**src/rtl/a2d_pkg.sv**
```systemverilog
// Shared types and helpers for the ADC128S-class scanning A2D interface.
package a2d_pkg;

   typedef enum logic [2:0] {
      IDLE,
      FRM1,
      GAP,
      FRM2,
      DONE
   } a2d_state_t;

   // Bit position of the 3-bit channel address inside a 16-bit command word.
   localparam int FRAME_CMD_SHIFT = 11;

   // Command word {2'b00, ch[2:0], 11'b0}; wider frames left-align it in the top.
   function automatic logic [15:0] build_tx_word(input logic [2:0] ch);
      return 16'(ch) << FRAME_CMD_SHIFT;
   endfunction

endpackage

```
**src/rtl/a2d_spi_frame.sv**
```systemverilog
// One SPI frame engine: SS_n window, SCLK divider, bit counter, tx/rx shifters.
// A frame lasts (FRAME_W+1)*DIV clks from the start edge: FRAME_W SCLK periods
// (high half first) followed by one DIV-long back porch with SCLK high.
module a2d_spi_frame #(
   parameter int FRAME_W = 16,
   parameter int RX_W    = 12,
   parameter int DIV     = 32
) (
   input  logic               clk,
   input  logic               rst,
   input  logic               start,
   input  logic [FRAME_W-1:0] tx,
   output logic               done,
   output logic [RX_W-1:0]    rx,
   output logic               ss_n,
   output logic               sclk,
   output logic               mosi,
   input  logic               miso
);

   localparam int DIV_W = $clog2(DIV);
   localparam int BIT_W = $clog2(FRAME_W + 1);

   logic               active;
   logic [DIV_W-1:0]   div_cnt;
   logic [BIT_W-1:0]   bit_cnt;
   logic [FRAME_W-1:0] tx_sr;
   logic               in_bits;
   logic               fall_pt;
   logic               rise_pt;
   logic               div_last;

   assign div_last = (div_cnt == DIV_W'(DIV - 1));
   assign in_bits  = (bit_cnt != BIT_W'(FRAME_W));
   assign fall_pt  = active && in_bits && (div_cnt == DIV_W'(DIV / 2 - 1));
   assign rise_pt  = active && in_bits && div_last;
   // Strobe in the last clk of the back porch; SS_n rises on the following edge.
   assign done     = active && !in_bits && div_last;

   // Frame sequencer: counters, SCLK edges, MOSI launch on fall, MISO capture on rise.
   always_ff @(posedge clk) begin
      // NOTE: every sequential assignment is non-blocking so all registers see
      // pre-edge values; blocking here would create order-dependent simulation.
      if (rst) begin
         active  <= 1'b0;
         ss_n    <= 1'b1;
         sclk    <= 1'b1;
         mosi    <= 1'b0;
         div_cnt <= '0;
         bit_cnt <= '0;
         tx_sr   <= '0;
         rx      <= '0;
      end else if (start) begin
         active  <= 1'b1;
         ss_n    <= 1'b0;
         sclk    <= 1'b1;
         div_cnt <= '0;
         bit_cnt <= '0;
         tx_sr   <= tx;
      end else if (active) begin
         if (div_last) begin
            div_cnt <= '0;
            bit_cnt <= bit_cnt + BIT_W'(1);
         end else begin
            div_cnt <= div_cnt + DIV_W'(1);
         end
         if (fall_pt) begin
            sclk  <= 1'b0;
            mosi  <= tx_sr[FRAME_W-1];
            tx_sr <= {tx_sr[FRAME_W-2:0], 1'b0};
         end
         // Shifting RX_W bits keeps only the trailing RX_W bits of the frame.
         if (rise_pt) begin
            sclk <= 1'b1;
            rx   <= {rx[RX_W-2:0], miso};
         end
         if (done) begin
            active <= 1'b0;
            ss_n   <= 1'b1;
            mosi   <= 1'b0;
         end
      end
   end

endmodule

```
**src/rtl/a2d_scan_intf.sv**
```systemverilog
// SPI master for ADC128S-class converters: single conversions plus an autonomous
// round-robin scan into a result bank. Each conversion is two frames (address,
// then data) separated by GAP_CYC clks of SS_n high.
// Optional build macro A2D_FRESH_EN adds per-channel fresh flags (fresh/rd_ack).
module a2d_scan_intf
   import a2d_pkg::*;
#(
   parameter  int NUM_CHNL = 8,
   parameter  int RES_W    = 12,
   parameter  int FRAME_W  = 16,
   parameter  int DIV      = 32,
   parameter  int GAP_CYC  = 2,
   localparam int ADDR_W   = $clog2(NUM_CHNL)
) (
   input  logic                clk,
   input  logic                rst,
   input  logic                strt_cnv,
   input  logic [ADDR_W-1:0]   chnnl,
   input  logic                scan_en,
   input  logic [ADDR_W-1:0]   rd_chnnl,
   output logic [RES_W-1:0]    rd_res,
   output logic [RES_W-1:0]    res,
   output logic [ADDR_W-1:0]   res_chnnl,
   output logic                cnv_cmplt,
   output logic                scan_wrap,
   output logic                busy,
`ifdef A2D_FRESH_EN
   input  logic                rd_ack,
   output logic [NUM_CHNL-1:0] fresh,
`endif
   output logic                a2d_SS_n,
   output logic                SCLK,
   output logic                MOSI,
   input  logic                MISO
);

   localparam int GAP_W = $clog2(GAP_CYC + 1);

   a2d_state_t         state;
   logic [ADDR_W-1:0]  cur_ch;
   logic [ADDR_W-1:0]  ptr;
   logic [ADDR_W-1:0]  ptr_next;
   logic [ADDR_W-1:0]  start_ch;
   logic [2:0]         start_ch3;
   logic               scan_mode;
   logic [GAP_W-1:0]   gap_cnt;
   logic               accept;
   logic               gap_last;
   logic               rescan;
   logic               frm_start;
   logic               frm_done;
   logic [FRAME_W-1:0] frm_tx;
   logic [RES_W-1:0]   frm_rx;
   logic               ch_valid;
   logic               bank_wr;
   logic [RES_W-1:0]   bank [0:NUM_CHNL-1];

   // busy is only high in IDLE during the cnv_cmplt cycle, so that cycle rejects starts too.
   assign accept    = (state == IDLE) && !busy && (scan_en || strt_cnv);
   assign gap_last  = (state == GAP) && (gap_cnt == GAP_W'(GAP_CYC - 1));
   assign rescan    = (state == DONE) && scan_en;
   assign frm_start = accept || gap_last || rescan;
   assign ptr_next  = (ptr == ADDR_W'(NUM_CHNL - 1)) ? '0 : ptr + ADDR_W'(1);
   assign ch_valid  = ({1'b0, cur_ch} < (ADDR_W + 1)'(NUM_CHNL));
   assign bank_wr   = (state == DONE) && ch_valid;
   assign rd_res    = bank[rd_chnnl];

   // Channel addressed by a frame launched this cycle (the frame latches its tx word on start).
   always_comb begin
      // NOTE: default first so every path assigns start_ch and no latch is inferred.
      start_ch = cur_ch;
      case (state)
         IDLE:    start_ch = scan_en ? ptr : chnnl;
         DONE:    start_ch = scan_mode ? ptr_next : ptr;
         default: start_ch = cur_ch;
      endcase
   end

   assign start_ch3 = 3'(start_ch);
   assign frm_tx    = FRAME_W'(build_tx_word(start_ch3)) << (FRAME_W - 16);

   a2d_spi_frame #(
      .FRAME_W (FRAME_W),
      .RX_W    (RES_W),
      .DIV     (DIV)
   ) u_frame (
      .clk   (clk),
      .rst   (rst),
      .start (frm_start),
      .tx    (frm_tx),
      .done  (frm_done),
      .rx    (frm_rx),
      .ss_n  (a2d_SS_n),
      .sclk  (SCLK),
      .mosi  (MOSI),
      .miso  (MISO)
   );

   // Conversion FSM with registered status outputs and scan pointer.
   always_ff @(posedge clk) begin
      if (rst) begin
         state     <= IDLE;
         cur_ch    <= '0;
         scan_mode <= 1'b0;
         ptr       <= '0;
         gap_cnt   <= '0;
         busy      <= 1'b0;
         cnv_cmplt <= 1'b0;
         scan_wrap <= 1'b0;
         res       <= '0;
         res_chnnl <= '0;
      end else begin
         cnv_cmplt <= 1'b0;
         scan_wrap <= 1'b0;
         unique case (state)
            IDLE: begin
               busy <= accept;
               if (accept) begin
                  state     <= FRM1;
                  cur_ch    <= start_ch;
                  scan_mode <= scan_en;
               end
            end
            FRM1: begin
               if (frm_done) begin
                  state   <= GAP;
                  gap_cnt <= '0;
               end
            end
            GAP: begin
               if (gap_last) state <= FRM2;
               else          gap_cnt <= gap_cnt + GAP_W'(1);
            end
            FRM2: begin
               if (frm_done) state <= DONE;
            end
            DONE: begin
               res       <= frm_rx;
               res_chnnl <= cur_ch;
               cnv_cmplt <= 1'b1;
               scan_wrap <= scan_mode && (cur_ch == ADDR_W'(NUM_CHNL - 1));
               if (scan_mode) ptr <= ptr_next;
               if (scan_en) begin
                  state     <= FRM1;
                  cur_ch    <= start_ch;
                  scan_mode <= 1'b1;
               end else begin
                  state <= IDLE;
               end
            end
            default: state <= IDLE;
         endcase
      end
   end

   // Result bank; out-of-range channels (non-power-of-two NUM_CHNL) are not stored.
   always_ff @(posedge clk) begin
      // NOTE: the bank is cleared on reset because its contents are readable outputs;
      // this forces flops rather than a RAM macro, acceptable at NUM_CHNL <= 8.
      if (rst) begin
         for (int i = 0; i < NUM_CHNL; i++) bank[i] <= '0;
      end else if (bank_wr) begin
         bank[cur_ch] <= frm_rx;
      end
   end

`ifdef A2D_FRESH_EN
   // Fresh flags: set on bank write, cleared by an acknowledged read; set wins.
   always_ff @(posedge clk) begin
      if (rst) begin
         fresh <= '0;
      end else begin
         for (int i = 0; i < NUM_CHNL; i++) begin
            if (bank_wr && (cur_ch == ADDR_W'(i)))        fresh[i] <= 1'b1;
            else if (rd_ack && (rd_chnnl == ADDR_W'(i)))  fresh[i] <= 1'b0;
         end
      end
   end
`endif

endmodule

```
**config.mk**
```make
export PLATFORM = sky130hd
export DESIGN_NAME = a2d_scan_intf
export DESIGN_NICKNAME = d
export VERILOG_FILES = /design/src/rtl/a2d_pkg.sv /design/src/rtl/a2d_spi_frame.sv /design/src/rtl/a2d_scan_intf.sv
export SDC_FILE = /design/constraint.sdc
export NUM_CORES = 1
export LEC_CHECK = 0
export CELL_PAD_IN_SITES_DETAIL_PLACEMENT = 0
export CELL_PAD_IN_SITES_GLOBAL_PLACEMENT = 1
export CORE_ASPECT_RATIO = 1.2
export CORE_MARGIN = 3
export CORE_UTILIZATION = 53
export DETAILED_ROUTE_END_ITERATION = 10
export PLACE_DENSITY = 0.95
export REMOVE_ABC_BUFFERS = 1
export SETUP_SLACK_MARGIN = 0.3
export SLEW_MARGIN = 20
export SYNTH_ARGS = -nofsm -noshare
export SYNTH_HDL_FRONTEND = slang
export SYNTH_HIERARCHICAL = 1
export SYNTH_SLANG_ARGS = --single-unit
```
**constraint.sdc**
```tcl
create_clock -name clk -period 3.9 [get_ports clk]
set_input_delay 0.78 -clock clk [delete_from_list [all_inputs] [get_ports clk]]
set_output_delay 0.78 -clock clk [all_outputs]
set_load 0.02 [all_outputs]
```
==> flow_summary.json, run 1 <==
{
  "routedWlPerCell_um": 18.8,
  "synth-xor-area-share_pct": 0.570,
  "ys_types": 53,
  "ys_seq_area_share_pct": 56.3,
  "dieArea_um2": 16000,
  "cts_num_sinks": 168,
  "max_freq_mhz": 285,
  "grt_pass1_vias": 4896,
  "final-setup-viol-count": 0,
  "ys_ff_latch": 168,
  "cp-startpoint": "rd_chnnl[1]",
  "wirelength_mm": 16.1,
  "worst_pin_slew_ns": 0.809,
  "ir_worst_vdd_v": 0.000357,
  "path_class": "in -> out",
  "drtAntennaViolNets": 0,
  "die_width_um": 116,
  "antenna_cells": 0,
  "post-route-period-util_pct": 89.8,
  "ioPinCount": 44,
  "cts_setup_buffers": 0,
  "cts_tree": "built",
  "path_clk_slew_ns": 0.06,
  "grt.total_usage_pct": 21.8,
  "final_util_pct": 63.0,
  "synthAdderAreaFrac_pct": 1.30,
  "antenna_found_initial": 0,
  "drt-initial-drc-count": 330,
  "nets": 694,
  "async_flop_share_pct": 0,
  "drive_gt1_share_pct": 16.6,
  "skew_ns": 0.0126,
  "hold_depth": 2,
  "clockBufferDepth": 2,
  "arrival_ns": 2.72,
  "area_growth_pct": 14.8,
  "holdPathEnd": "res[4]",
  "initial_core_util_pct": 54.9,
  "rows": 47,
  "slew_headroom_pct": 46.1,
  "hold_viol_final": 0,
  "synth_top_flop_cell": "edfxtp_1",
  "rr_worst_depth": 4,
  "hold_start": "res[4]",
  "vias_per_cell": 5.71,
  "grt_pass1_wl_mm": 26.2,
  "reg2reg_to": "bank[0][1]",
  "path_max_fanout": 24,
  "syn_area_um2": 7680,
  "yosys_warnings": 6,
  "reg2reg_slack_ns": 1.15,
  "drc": 0,
  "io_buffer_count": 43,
  "syn_avg_cell_area_um2": 12.1,
  "final_cells": 859,
  "htree_levels": 4,
  "hpwlAfterDp_mm": 11.6,
  "fin_crit_ns": 3.50,
  "r2r_start": "state[2]",
  "placed_cells": 826,
  "synth-edff-count": 96,
  "via_count": 4905,
  "fp.dieH_um": 138,
  "synth_simple_gate_area_share_pct": 17.7,
  "drv_slew": 0,
  "p_per_area_nw_per_um2": 433,
  "synth_top_family_by_area": "simple AND/OR/NAND/NOR gates",
  "synth_compound_area_share_pct": 8.44,
  "cap_violations": 0,
  "end_kind": "output port",
  "synth_cells": 633,
  "synthMuxAreaShare_pct": 11.5,
  "clockRootBuffer": "clkbuf_16",
  "first_pass_iters": 5,
  "core_area_um2": 14000,
  "p_leak_nw": 3.14,
  "worst_setup_path_start_kind": "primary input",
  "cp_data_required_time_ns": 3.12,
  "hold_class": "reg -> reg",
  "p_total_mw": 3.82,
  "cts_buffers": 17,
  "place_congestion": 0.822,
  "rsz0062_at_grt": "false",
  "clk_latency_ns": 0.43,
  "status": "finished, final reports clean",
  "grt_max_degree": 41,
  "grt_overflow": 0
}
==> layout make-up <==
type | instances | area, um^2
clock buffer | 18 | 429
clock inverter | 14 | 120
fill | 1051 | 5180
inverter | 22 | 82.6
multi-input combinational | 410 | 3100
sequential | 168 | 4320
tap | 171 | 214
timing repair buffer | 56 | 543
==> critical path: stages <==
cell and delay, ns:
clkdlybuf4s50_1 0.46, buf_4 0.30, mux4_2 0.37, mux2_2 0.28
clkdlybuf4s50_1 0.53
==> layout by cell type (no fill, tap or decap), drive strengths merged, types with 2 or more instances in the layout <==
master and n:
clkinvlp 3, mux4 24, nand3b 4, dfxtp 72, a211oi 4, a21oi 25, mux2 12, nand2b 17
a21o 5, buf 13, o22ai 2, clkdlybuf4s50 31, and2 99, ha 8, clkbuf 19, a31oi 18
nor3 5, nor2b 3, xor2 3, dlygate4sd2 10, nand2 46, nor2 28, mux2i 21, nand3 3
conb 13, or3 7, or3b 2, edfxtp 96, o21ai 21, or2 10, a221oi 15, clkinv 6
inv 27, xnor2 2
==> cells in the mapped netlist, drive strengths merged (2+ instances only) <==
master  instances  share of area, %
or2            10              0.81
xnor2           2              0.23
nand3           3              0.20
a211oi          4              0.39
a221oi         15               2.5
clkbuf         24               1.2
edfxtp         96                38
inv            22               1.1
ha              8               1.3
or3             7              0.70
o21ai          21               1.4
nand2          46               2.3
buf            21               1.8
and2           99               8.1
or3b            2              0.26
a21o            5              0.49
nand2b         17               1.4
nor2b           3              0.24
a31oi          18               1.5
dfxtp          72                19
nand3b          4              0.39
nor2           28               1.7
o22ai           2              0.16
a21oi          25               1.6
mux4           24               7.0
mux2           12               1.8
nor3            5              0.47
xor2            3              0.34
mux2i          21               2.7
==> stage by stage <==
stage          setup TNS, ns  instance area (um^2)  setup slack [ns]  hold WS, ns
2_1_floorplan          -5.11                  7490            -0.511        0.454
3_3_place_gp               0                  8250             0.263        0.443
3_5_place_dp               0                  8250             0.236        0.450
4_1_cts                    0                  8790             0.244        0.459
5_1_grt                    0                  8820             0.331        0.482
6_report                   0                  8820             0.397        0.460
==> power breakdown <==
| group | total (mW) | leakage (nW) | internal [mW] | switching (mW) |
|---|---|---|---|---|
| sequential | 1.99 | 1.53 | 1.94 | 0.0480 |
| clock | 1.53 | 0.260 | 0.829 | 0.704 |
| combinational | 0.296 | 1.35 | 0.140 | 0.157 |
==> worst max-delay path by stage <==
stage | depth (start not counted) | slack (ns) | endpoint
finish | 5 | 0.40 | rd_res[1]
global route | 5 | 0.33 | rd_res[1]
CTS | 5 | 0.24 | rd_res[1]
detailed placement | 5 | 0.24 | rd_res[9]
global placement | 5 | 0.26 | rd_res[9]
floorplan | 5 | -0.51 | u_frame/rx[0]
==> metal layers <==
layer	up-vias	track usage (%)	wire (um)
met4	0	6.06	272
met2	149	37.7	8390
met3	24	5.49	726
li1	2326	-	-
met1	2406	27.0	6760
met5	-	0	0
==> flip-flops by register name, indices dropped and copies added (netlist names), 5 cells and up <==
signal / flops
bank: 96
u_frame/bit_cnt: 5
u_frame/tx_sr: 16
u_frame/div_cnt: 5
res: 12
u_frame/rx: 12
==> cells by family (layout without fill, tap and decap cells) <==
group | count (synthesis) | after routing
AO/OA/AOI/OAI | 94 | 94
AND/OR/NAND/NOR | 233 | 233
flip-flops | 168 | 168
adder cells (fa/ha/maj) | 8 | 8
buffers and inverters | 67 | 110
other | 1 | 13
multiplexers | 57 | 57
XOR/XNOR | 5 | 5
==> what timing repair did <==
item / 4_1_cts / 5_1_grt
gates resized for setup: 10 / 1
pin swaps: 0 / 0
hold buffers: 0 / 0
cloned: 0 / 1
setup endpoints to repair: 12 / 2
Note: power is estimated with default switching activity, not from simulation.
==> inputs of run 2 (changes only) <==
--- a/config.mk
+++ b/config.mk
@@ -5,15 +5,18 @@
 export SDC_FILE = /design/constraint.sdc
 export NUM_CORES = 1
 export LEC_CHECK = 0
+export ABC_AREA = 1
 export CELL_PAD_IN_SITES_DETAIL_PLACEMENT = 0
 export CELL_PAD_IN_SITES_GLOBAL_PLACEMENT = 1
 export CORE_ASPECT_RATIO = 1.2
 export CORE_MARGIN = 3
-export CORE_UTILIZATION = 53
+export CORE_UTILIZATION = 49
+export CTS_CLUSTER_DIAMETER = 200
 export DETAILED_ROUTE_END_ITERATION = 10
-export PLACE_DENSITY = 0.95
+export PLACE_DENSITY = 0.94
 export REMOVE_ABC_BUFFERS = 1
 export SETUP_SLACK_MARGIN = 0.3
+export SKIP_LAST_GASP = 1
 export SLEW_MARGIN = 20
 export SYNTH_ARGS = -nofsm -noshare
 export SYNTH_HDL_FRONTEND = slang
==> flow_summary.json, run 2 <==
{
  "p_total_mw": 4.58,
  "area_growth_pct": 15.6,
  "vias_per_cell": 5.28,
  "die_width_um": 119,
  "syn_area_um2": 7480,
  "grt_pass1_wl_mm": 28.3,
  "synth_top_area_share_pct": 38.5,
  "hold_viol_final": 0,
  "worst_pin_slew_ns": 0.604,
  "grt_overflow": 0,
  "hold_buffers": 0,
  "core_area_um2": 14700,
  "cts_tree": "built",
  "max_freq_mhz": 289,
  "p_comb_share_pct": 18.5,
  "rsz0062_at_grt": "false",
  "mostFrequentLayoutCells": "nor2_1, nand2_1, edfxtp_1",
  "hpwlAfterDp_mm": 11.6,
  "rows": 48,
  "cts_resized": 0,
  "synth-edff-count": 96,
  "whs_ns": 0.467,
  "synth_top_area_cell": "edfxtp_1",
  "p_per_area_nw_per_um2": 530,
  "ys_seq_area_share_pct": 57.8,
  "place_ws_ns": 0.439,
  "ys_top_cells_by_count": "nor2_1, nand2_1, edfxtp_1",
  "cap_violations": 0,
  "place_area_um2": 8080,
  "post-route-period-util_pct": 88.6,
  "drc": 0,
  "cp_data_required_time_ns": 3.12,
  "final-setup-viol-count": 0,
  "worst_setup_path_start_kind": "primary input",
  "ir_worst_vdd_v": 0.000334,
  "top_regs": "bank x96, u_frame/tx_sr x16",
  "antenna_cells": 0,
  "hold_class": "reg -> reg",
  "path_max_fanout": 48,
  "syn_avg_cell_area_um2": 8.87,
  "cts_buffers": 17,
  "ys_ff_latch": 168,
  "arrival_ns": 2.68,
  "first_pass_iters": 6,
  "async_flop_share_pct": 0,
  "initial_core_util_pct": 51.1,
  "layout_commonest_cell": "nor2_1",
  "synth.area.top_cells": "edfxtp_1, dfxtp_1, nor2_1",
  "drive_gt1_share_pct": 7.02,
  "clockBufferDepth": 2,
  "final.setup.tns_ns": 0,
  "clockRootBuffer": "clkbuf_16",
  "rr_worst_depth": 7,
  "largest_register_ffs": 96,
  "io_buffer_count": 43,
  "drtAntennaViolNets": 0,
  "ys_types": 38,
  "wirelength_mm": 17.4,
  "swShare_pct": 28.7,
  "drt-initial-drc-count": 629,
  "p_int_mw": 3.27,
  "skew_ns": 0.00702,
  "fp.dieH_um": 141,
  "nets": 904,
  "routedWlPerCell_um": 15.8,
  "hold_depth": 2,
  "place_congestion": 0.847,
  "cts_setup_buffers": 0,
  "yosys_warnings": 6,
  "fin_crit_ns": 3.46,
  "antenna_found_initial": 0,
  "power.switching_mw": 1.32,
  "grt_max_degree": 49,
  "path_clk_slew_ns": 0.06,
  "htree_levels": 4,
  "drv_slew": 0,
  "dieArea_um2": 16800,
  "design_area_um2": 8650,
  "status": "finished, final reports clean",
  "end_kind": "output port",
  "via_count": 5795,
  "grt_pass1_vias": 5580,
  "cts_num_sinks": 168,
  "p_leak_nw": 3.21,
  "clk_latency_ns": 0.43,
  "top_register": "bank",
  "synth_cells": 844,
  "path_class": "in -> out",
  "fin_ws_ns": 0.445,
  "synth_top_flop_cell": "edfxtp_1",
  "slew_headroom_pct": 59.6,
  "p_clk_share_pct": 35.5,
  "grt.total_usage_pct": 21.4,
  "ioPinCount": 44,
  "power_frac_seq_pct": 45.9,
  "synth_most_common_cell": "nor2_1"
}
## run 2: metrics by stage
| stage | util, % | cells |
|---|---|---|
| 6_report | 59.0 | 1098 |
| 5_1_grt | 59.0 | 1098 |
| 4_1_cts | 59.0 | 1098 |
| 3_5_place_dp | 55.1 | 1066 |
| 3_3_place_gp | 55.1 | 1066 |
| 2_1_floorplan | - | 810 |
## run 2: path summary, 6_finish.rpt
kind          startpoint    endpoint  slack, ns
max          rd_chnnl[0]   rd_res[1]       0.44
min           gap_cnt[1]  gap_cnt[1]       0.47
max reg2reg     state[1]  bank[2][6]       1.63
min reg2reg   gap_cnt[1]  gap_cnt[1]       0.47
## run 2: final cells by class
cell class	instances	area [um^2]
Multi-Input combinational cell	582	2720
Tap cell	200	250
Clock buffer	23	468
Timing Repair Buffer	56	556
Sequential cell	168	4320
Fill cell	1355	6000
Inverter	60	231
Clock inverter	9	98.8
## run 2: worst max-delay path, cell delays in order
cell	delay [ns]
clkdlybuf4s50_1	0.47
inv_1	0.12
buf_12	0.21
o21ai_0	0.11
o22ai_1	0.16
nand2_1	0.11
nand2_1	0.09
clkdlybuf4s50_1	0.60
## run 2: cells by family after synthesis
| kind of cell | after synthesis | synth area share [%] |
|---|---|---|
| multiplexers | 1 | 0.134 |
| XOR/XNOR | 2 | 0.234 |
| buffers and inverters | 106 | 6.47 |
| AO/OA/AOI/OAI | 166 | 11.7 |
| flip-flops | 168 | 57.8 |
| other | 1 | 0.0501 |
| adder cells (fa/ha/maj) | 8 | 1.34 |
| AND/OR/NAND/NOR | 392 | 22.3 |
## run 2: per-layer routing
metal / wire length (um) / track usage [%] / share of wire [%]
met1: 7260 / 26.6 / 42
met4: 412 / 8.30 / 2.4
met5: 0 / 0 / 0
met3: 992 / 4.67 / 5.7
met2: 8690 / 36.6 / 50
## run 2: power by group through the flow
stage               clock (mW)  combinational, mW  sequential [mW]
floorplan                    0              0.555             2.14
global placement             0              0.839             2.14
detailed placement           0              0.850             2.14
CTS                       1.64              0.856             2.11
global route              1.72              0.981             2.12
finish                    1.63              0.849             2.11
==> inputs of run 3 (changes only) <==
--- a/config.mk
+++ b/config.mk
@@ -11,11 +11,11 @@
 export CORE_ASPECT_RATIO = 1.2
 export CORE_MARGIN = 3
 export CORE_UTILIZATION = 49
+export CTS_BUF_LIST = sky130_fd_sc_hd__clkbuf_16
 export CTS_CLUSTER_DIAMETER = 200
 export DETAILED_ROUTE_END_ITERATION = 10
-export PLACE_DENSITY = 0.94
+export PLACE_DENSITY_LB_ADDON = 0.1
 export REMOVE_ABC_BUFFERS = 1
-export SETUP_SLACK_MARGIN = 0.3
 export SKIP_LAST_GASP = 1
 export SLEW_MARGIN = 20
 export SYNTH_ARGS = -nofsm -noshare
==> flow_summary.json, run 3 (synthesized netlist as in run 2, its figures left out) <==
{
  "layout_commonest_cell": "nor2_1",
  "p_per_area_nw_per_um2": 520,
  "cap_violations": 0,
  "hpwlAfterDp_mm": 11.9,
  "grt_overflow": 0,
  "cp_data_required_time_ns": 3.12,
  "end_kind": "output port",
  "grt_max_degree": 49,
  "via_count": 5802,
  "final_util_pct": 58.7,
  "mostFrequentLayoutCells": "nor2_1, nand2_1, edfxtp_1",
  "ir_worst_vdd_v": 0.000372,
  "drive_gt1_share_pct": 7.25,
  "cts_buffers": 17,
  "grt_pass1_wl_mm": 28.5,
  "ioPinCount": 44,
  "final.setup.tns_ns": 0,
  "drv_slew": 0,
  "largest_register_ffs": 96,
  "grt_pass1_vias": 5592,
  "drc": 0,
  "path_clk_slew_ns": 0.06,
  "grt.total_usage_pct": 21.6,
  "arrival_ns": 2.70,
  "routedWlPerCell_um": 16.3,
  "drt-initial-drc-count": 414,
  "top_register": "bank",
  "area_growth_pct": 15.0,
  "drtAntennaViolNets": 0,
  "antenna_found_initial": 0,
  "power.switching_mw": 1.38,
  "initial_core_util_pct": 51.1,
  "hold_buffers": 0,
  "worst_setup_path_start_kind": "primary input",
  "p_int_mw": 3.10,
  "final-setup-viol-count": 0,
  "path_class": "in -> out",
  "dieArea_um2": 16800,
  "status": "finished, final reports clean",
  "vias_per_cell": 5.29,
  "max_freq_mhz": 287,
  "p_leak_nw": 3.17,
  "cts_tree": "built",
  "nets": 903,
  "hold_class": "reg -> reg",
  "p_comb_share_pct": 19.1,
  "rows": 48,
  "cts_setup_buffers": 0,
  "fin_ws_ns": 0.421,
  "clk_latency_ns": 0.43,
  "wirelength_mm": 17.9,
  "first_pass_iters": 7,
  "worst_pin_slew_ns": 0.629,
  "place_congestion": 0.801,
  "die_width_um": 119,
  "cts_resized": 0,
  "post-route-period-util_pct": 89.2,
  "p_clk_share_pct": 33.9,
  "slew_headroom_pct": 58.0,
  "cts_num_sinks": 168,
  "antenna_cells": 0,
  "skew_ns": 0.0102,
  "top_regs": "bank x96, u_frame/tx_sr x16",
  "htree_levels": 4,
  "fin_crit_ns": 3.48,
  "power_frac_seq_pct": 47.0,
  "core_area_um2": 14700,
  "clockBufferDepth": 2,
  "placed_cells": 1065,
  "path_max_fanout": 48,
  "final_cells": 1097,
  "fp.dieH_um": 141,
  "swShare_pct": 30.7,
  "io_buffer_count": 43,
  "rsz0062_at_grt": "false",
  "clockRootBuffer": "clkbuf_16",
  "hold_viol_final": 0,
  "place_ws_ns": 0.451
}
## run 3: cell types whose count changed in the layout (fill, tap and decap cells not counted), moves of 2 or more
cell	change
clkbuf_8	-2
clkinv_2	-2
clkinv_4	+4
clkbuf_1	-4
inv_6	+2
bufinv_16	-2
clkinvlp_4	+3
## run 3: path summary, 6_finish.rpt
kind / start / end / depth (start not counted) / slack, ns
worst max-delay path: rd_chnnl[0] / rd_res[5] / 7 / 0.42
worst min-delay path: u_frame/rx[11] / u_frame/rx[11] / 2 / 0.48
worst max register to register: state[0] / bank[6][10] / 7 / 1.63
worst min register to register: u_frame/rx[11] / u_frame/rx[11] / 2 / 0.48
## run 3: layer usage
metal,vias up,GRT usage [%],wire (um)
met1,2752,26.5,7530
li1,2885,-,-
met3,27,4.70,785
met2,138,38.0,9150
met4,0,7.02,390
met5,-,0,0
## run 3: power by group through the flow
stage / sequential (mW) / clock, mW / combinational, mW
5_1_grt: 2.12 / 1.62 / 0.971
3_3_place_gp: 2.14 / 0 / 0.842
6_report: 2.11 / 1.52 / 0.854
2_1_floorplan: 2.14 / 0 / 0.555
4_1_cts: 2.11 / 1.54 / 0.860
3_5_place_dp: 2.14 / 0 / 0.856
## run 3: through the flow
step / area (um^2) / hold WS [ns] / total power, mW
after floorplan: 7280 / 0.434 / 2.69
after global placement: 8070 / 0.451 / 2.98
after detailed placement: 8070 / 0.471 / 3.00
after CTS: 8610 / 0.479 / 4.50
after global routing: 8610 / 0.508 / 4.72
final: 8610 / 0.477 / 4.48
## run 3: final cells by class
| type | count | area [um^2] |
|---|---|---|
| Clock inverter | 15 | 108 |
| Timing Repair Buffer | 55 | 546 |
| Multi-Input combinational cell | 582 | 2720 |
| Inverter | 60 | 231 |
| Fill cell | 1341 | 6050 |
| Clock buffer | 17 | 425 |
| Tap cell | 200 | 250 |
| Sequential cell | 168 | 4320 |
## run 3: worst max-delay path, cell delays in order
cell	delay, ns
clkdlybuf4s50_1	0.53
buf_12	0.23
o21ai_0	0.12
o22ai_1	0.21
nand2_1	0.07
nand2_1	0.11
clkdlybuf4s50_1	0.62
